### src/rtl/pe_pkg.sv
// Shared definitions for the processing element and its feeder.
// Holds the default operand/address/count widths and the feeder state encoding.
// Ports: none (package).
package pe_pkg;

  localparam int PE_DW = 16;  // operand data width
  localparam int PE_AW = 12;  // RAM word-address width
  localparam int PE_CW = 8;   // element-count width

  localparam logic [3:0] ST_IDLE   = 4'd0;
  localparam logic [3:0] ST_RD_A   = 4'd1;
  localparam logic [3:0] ST_LAT_A  = 4'd2;
  localparam logic [3:0] ST_PUSH_A = 4'd3;
  localparam logic [3:0] ST_RD_B   = 4'd4;
  localparam logic [3:0] ST_LAT_B  = 4'd5;
  localparam logic [3:0] ST_PUSH_B = 4'd6;
  localparam logic [3:0] ST_START  = 4'd7;
  localparam logic [3:0] ST_WAIT_F = 4'd8;
  localparam logic [3:0] ST_DONE   = 4'd9;

  typedef enum logic [3:0] {
    S_IDLE   = ST_IDLE,
    S_RD_A   = ST_RD_A,
    S_LAT_A  = ST_LAT_A,
    S_PUSH_A = ST_PUSH_A,
    S_RD_B   = ST_RD_B,
    S_LAT_B  = ST_LAT_B,
    S_PUSH_B = ST_PUSH_B,
    S_START  = ST_START,
    S_WAIT_F = ST_WAIT_F,
    S_DONE   = ST_DONE
  } state_t;

endpackage

### src/rtl/pe_feeder.sv
// Operand feeder for one systolic PE: reads A[i]/B[i] pairs from a single-port RAM,
// pushes them into the PE A/B FIFOs (honouring full flags), then starts the PE and
// waits for its finish flag. 6 cycles per element unstalled; stalls in PUSH states.
// Ports: cmd_* command handshake, mem_* RAM read port, pe_* PE load/control, busy/done status.
module pe_feeder
  import pe_pkg::*;
#(
  parameter int DW = PE_DW,
  parameter int AW = PE_AW,
  parameter int CW = PE_CW
) (
  input  logic          clk,
  input  logic          rst_n,
  input  logic          cmd_valid,
  output logic          cmd_ready,
  input  logic [AW-1:0] cmd_a_base,
  input  logic [AW-1:0] cmd_b_base,
  input  logic [CW-1:0] cmd_len,
  output logic          mem_ren,
  output logic [AW-1:0] mem_radr,
  input  logic [DW-1:0] mem_rdata,
  output logic [DW-1:0] pe_a,
  output logic [DW-1:0] pe_b,
  output logic          pe_awe,
  output logic          pe_bwe,
  input  logic          pe_aff,
  input  logic          pe_bff,
  output logic [CW-1:0] pe_max_cntr,
  output logic          pe_start,
  input  logic          pe_fout,
  output logic          busy,
  output logic          done
);

  state_t        state, state_nxt;
  logic [AW-1:0] a_base, b_base;
  logic [CW-1:0] idx;
  logic          accept;
  logic          last;

  assign cmd_ready = (state == S_IDLE);
  assign busy      = (state != S_IDLE);
  assign accept    = (state == S_IDLE) && cmd_valid;
  // pe_max_cntr doubles as the latched length; len is never 0 when this is used.
  assign last      = (idx == pe_max_cntr - CW'(1));

  // Full flags are only looked at while a push is pending.
  assign pe_awe = (state == S_PUSH_A) && !pe_aff;
  assign pe_bwe = (state == S_PUSH_B) && !pe_bff;

  always_comb begin
    state_nxt = state;
    case (state)
      S_IDLE:   if (cmd_valid) state_nxt = (cmd_len != '0) ? S_RD_A : S_DONE;
      S_RD_A:   state_nxt = S_LAT_A;
      S_LAT_A:  state_nxt = S_PUSH_A;
      S_PUSH_A: if (!pe_aff) state_nxt = S_RD_B;
      S_RD_B:   state_nxt = S_LAT_B;
      S_LAT_B:  state_nxt = S_PUSH_B;
      S_PUSH_B: if (!pe_bff) state_nxt = last ? S_START : S_RD_A;
      S_START:  state_nxt = S_WAIT_F;
      S_WAIT_F: if (pe_fout) state_nxt = S_DONE;
      S_DONE:   state_nxt = S_IDLE;
      default:  state_nxt = S_IDLE;
    endcase
  end

  always_ff @(posedge clk or negedge rst_n) begin
    if (!rst_n) begin
      state       <= S_IDLE;
      a_base      <= '0;
      b_base      <= '0;
      idx         <= '0;
      pe_max_cntr <= '0;
      mem_ren     <= 1'b0;
      mem_radr    <= '0;
      pe_a        <= '0;
      pe_b        <= '0;
      pe_start    <= 1'b0;
      done        <= 1'b0;
    end else begin
      state    <= state_nxt;
      // Strobes are decoded from the next state so they line up with the state itself.
      mem_ren  <= (state_nxt == S_RD_A) || (state_nxt == S_RD_B);
      pe_start <= (state_nxt == S_START);
      done     <= (state_nxt == S_DONE);

      if (accept) begin
        a_base      <= cmd_a_base;
        b_base      <= cmd_b_base;
        pe_max_cntr <= cmd_len;
        idx         <= '0;
      end

      if (state == S_PUSH_B && !pe_bff && !last) idx <= idx + CW'(1);

      // RD_A is entered either from IDLE (element 0, base not yet latched) or from
      // PUSH_B, where idx is about to advance; RD_B is always entered from PUSH_A.
      if (state_nxt == S_RD_A) begin
        if (state == S_IDLE) mem_radr <= cmd_a_base;
        else                 mem_radr <= a_base + AW'(idx + CW'(1));
      end else if (state_nxt == S_RD_B) begin
        mem_radr <= b_base + AW'(idx);
      end

      if (state == S_LAT_A) pe_a <= mem_rdata;
      if (state == S_LAT_B) pe_b <= mem_rdata;
    end
  end

endmodule

### config.mk
export PLATFORM = sky130hd
export DESIGN_NAME = pe_feeder
export DESIGN_NICKNAME = d
export VERILOG_FILES = /design/src/rtl/pe_pkg.sv /design/src/rtl/pe_feeder.sv
export SDC_FILE = /design/constraint.sdc
export NUM_CORES = 1
export LEC_CHECK = 0
export BUFFER_PORTS_ARGS = -buffer_cell sky130_fd_sc_hd__buf_2
export CELL_PAD_IN_SITES_DETAIL_PLACEMENT = 1
export CELL_PAD_IN_SITES_GLOBAL_PLACEMENT = 1
export CORE_MARGIN = 2
export CORE_UTILIZATION = 42
export CTS_CLUSTER_SIZE = 12
export DETAILED_ROUTE_END_ITERATION = 8
export PLACE_DENSITY = 0.78
export RECOVER_POWER = 25
export SYNTH_ARGS = -nofsm -noshare
export SYNTH_HDL_FRONTEND = slang
export SYNTH_SLANG_ARGS = --single-unit
### constraint.sdc
create_clock -name clk -period 3.1 [get_ports clk]
set_input_delay 0.155 -clock clk [delete_from_list [all_inputs] [get_ports clk]]
set_output_delay 0.155 -clock clk [all_outputs]
set_load 0.05 [all_outputs]
==> flow_summary_export.csv <==
group,metric,value,unit
run_status,status,"completed",
sta,setup_tns,0,ns
setup_path,worstSetupPathType,"reg2reg",
min_path,hold_path_class,"in2reg",
setup_path,worstReg2RegStart,"pe_max_cntr[0]$_DFFE_PN0P_",
cells_and_area,layout_commonest_cell,"buf_2",
synthesis,ys_seq_area_share,46.13,%
placed_design,port_buffers,112,
grt,grt-ovfl-total,0,
grt,grt_pass1_wl,21.43,mm
detailed_routing,drt_iter0_markers,103,
clocking,cts_buffer_depth,2,
clocking,cts.repair.resized,0,
floorplan,die_width,112.4,um
setup_path,start_kind,"flip-flop",
synthesis,ys_types,55,
setup_path,rrSetupSlack,0.40,ns
cells_and_area,num_antenna_cells,0,
sta,period_share,87.04,%
detailed_routing,viasPerCell,5.426,
detailed_routing,wl_met3,801,um
clocking,clkLatencyLatePin,0.35,ns
detailed_routing,first_pass_iters,4,
placed_design,dp_hpwl,9.561,mm
min_path,min_from,"cmd_b_base[1]",
sta,tightest_slew,1.243,ns
clocking,cts_made_buffers,9,
sta,relSlewSlack,17.15,%
synthesis,postSynth.asyncResetShare,100.0,%
clocking,htree_levels,3,
setup_path,cp_max_fo,13,
setup_path,timing.rr.end,"mem_radr[7]$_DFFE_PN0P_",
grt,grt_use_total,21.46,%
placed_design,gp_congestion,0.8595,
detailed_routing,wl,12.84,mm
synthesis,yosysWarnings,0,
synthesis,yosys_register_bits,91,
setup_path,reg2reg_depth,9,
sta,fmax,370.6,MHz
clocking,path_clk_slew,0.07,ns
min_path,min_delay_path_depth,3,
floorplan,die_h,112.4,um
min_path,whs_endpoint,"b_base[1]$_DFFE_PN0P_",
detailed_routing,wl_per_cell,17.94,um
clocking,cts_tree,"built",
floorplan,num_rows,39,
sta,setup_ws,0.4017,ns
sta,skew,0.004876,ns
cells_and_area,area_growth,20.30,%
synthesis,avgSynthCellArea,10.90,sq um
floorplan,fp.dieArea,12640,sq um
setup_path,critPathArrivalTime,2.94,ns
synthesis,syn_area,4936,sq um
synthesis,yosys.area.top_type,"dfrtp_1",
cells_and_area,layout-drive-gt1-share,34.55,%
sta,finalMaxSlewViolations,0,
pwr,p_leak,2.785,nW
sta,final_hold_viol_count,0,
pwr,powerDensity,1253,nW/um^2
synthesis,syn_nets,527,
grt,grt_max_degree,50,
floorplan,core_area,11470,sq um
sta,rsz0062_at_grt,"no",
floorplan,ios,113,
detailed_routing,num_vias,3885,
flow_run,max_cap_violations,0,
detailed_routing,ant_nets,0,
detailed_routing,wl_met2,6.195,mm
clocking,cts_sinks,91,
sta,setup_viol,0,
clocking,cts_root_buf,"clkbuf_16",
synthesis,yosysTopAreaCellShare,46.13,%
synthesis,synth_area_leaders,"dfrtp_1 46%, mux2_2 14%, ha_1 4.6%, o21ai_0 3.2%, mux2i_1 3.0%",
pwr,ir_drop,790.9,uV
grt,antenna_found_initial,1,
detailed_routing,drt-met1-wl,5.671,mm
placed_design,dp_slack,0.3891,ns
sta,period_minus_slack,2.698,ns
cells_and_area,num-nets-final,642,
setup_path,end_kind,"flip-flop",
synthesis,ys.flop_type,"dfrtp_1",
synthesis,netlist_instances,453,
synthesis,synth_edf_count,0,
floorplan,start_util,43.04,%
grt,grt_pass1_vias,4195,
cells_and_area,final_cell_mix,"98 x buf_2, 91 x dfrtp_1, 60 x mux2_2",
detailed_routing,highest_layer,"met5",
detailed_routing,drc,0,
setup_path,required,3.34,ns
## power breakdown
part           switching, W  internal [W]
Sequential         0.000490       0.00175
Combinational       0.00266       0.00145
Clock              0.000504      0.000580
## synthesized netlist by cell type, types with 2 or more instances
master / n
dfrtp_1: 91
mux2_2: 60
o21ai_0: 32
nand2_1: 29
a21oi_1: 20
nor2_1: 20
ha_1: 18
inv_1: 16
xor2_1: 16
mux2i_1: 15
nor3_1: 15
xnor2_1: 13
nand2b_1: 12
nand3_1: 12
clkbuf_1: 11
a21o_1: 6
nor2b_1: 6
o21a_1: 5
a211oi_1: 4
buf_2: 3
nand4_1: 3
nor4_1: 3
or2_2: 3
a31oi_1: 2
and2_1: 2
buf_6: 2
fa_1: 2
o211ai_1: 2
o21ai_2: 2
o31ai_1: 2
or3_1: 2
## repair_timing
| item | 4_1_cts | 5_1_grt |
|---|---|---|
| hold buffers | 1 | 0 |
| endpoints found under the hold margin | 47 | 0 |
| buffers inserted | 0 | 0 |
## routing by layer
metal  track usage (%)  vias to the layer above
li1                  -                     1850
met1             27.21                     1928
met5                 0                        -
met4             5.854                        2
met2             35.50                       94
met3             6.965                       11
## per-stage QoR
step	cells	utilization, %	total power [W]	instance area, sq um	hold slack (ns)
after floorplan	453	-	0.005402	4942	-0.1406
after global placement	699	49.32	0.006248	5655	0.2213
after detailed placement	699	49.32	0.006404	5655	0.2219
after CTS	716	51.95	0.007530	5957	0.01862
after global routing	716	51.78	0.007951	5938	0.02691
final	716	51.78	0.007439	5938	0.01716
## registers in the layout, indices dropped and copies added, names as in the netlist, 4 cells and up
| name | flops |
|---|---|
| a_base | 12 |
| b_base | 12 |
| idx | 8 |
| mem_radr | 12 |
| pe_a | 16 |
| pe_b | 16 |
| pe_max_cntr | 8 |
| state | 4 |
## cell families (layout without fill, tap and decap cells)
logic type      count (synthesis)  after routing  share of synthesized area [%]
buf+inv                        34            154                          3.194
compound gates                 85             85                          10.62
xor+xnor                       29             29                          5.146
simple gates                  117            117                          12.27
mux                            77             77                          17.26
flops                          91             91                          46.13
fa+ha+maj                      20             20                          5.374
## worst max path at each step
stage,start,to,depth (start not counted)
2_1_floorplan,pe_max_cntr[0]$_DFFE_PN0P_,idx[4]$_DFFE_PN0P_,10
3_3_place_gp,pe_max_cntr[0]$_DFFE_PN0P_,mem_radr[6]$_DFFE_PN0P_,9
3_5_place_dp,pe_max_cntr[0]$_DFFE_PN0P_,mem_radr[7]$_DFFE_PN0P_,9
4_1_cts,pe_max_cntr[0]$_DFFE_PN0P_,mem_radr[7]$_DFFE_PN0P_,9
5_1_grt,pe_max_cntr[0]$_DFFE_PN0P_,mem_radr[7]$_DFFE_PN0P_,9
6_report,pe_max_cntr[0]$_DFFE_PN0P_,mem_radr[7]$_DFFE_PN0P_,9
## worst max-delay path, cell delays in order (launching register included)
cell and delay [ns]:
dfrtp_1 0.42, inv_1 0.10, ha_1 0.20, or3b_1 0.39, nor3_1 0.21, xnor2_1 0.11
a2111oi_2 0.39, o21ai_2 0.17, nand3_4 0.22, mux2_2 0.36
## layout make-up
type | instances | area [sq um]
repair buffers | 121 | 614.3
flip-flops and latches | 91 | 2277
inverters | 17 | 63.81
multi-input cells | 328 | 2512
clock buffers | 10 | 239.0
clock inverters | 6 | 52.55
fillers | 1305 | 5529
well taps | 143 | 178.9
Note: power is estimated with default switching activity, not from simulation.
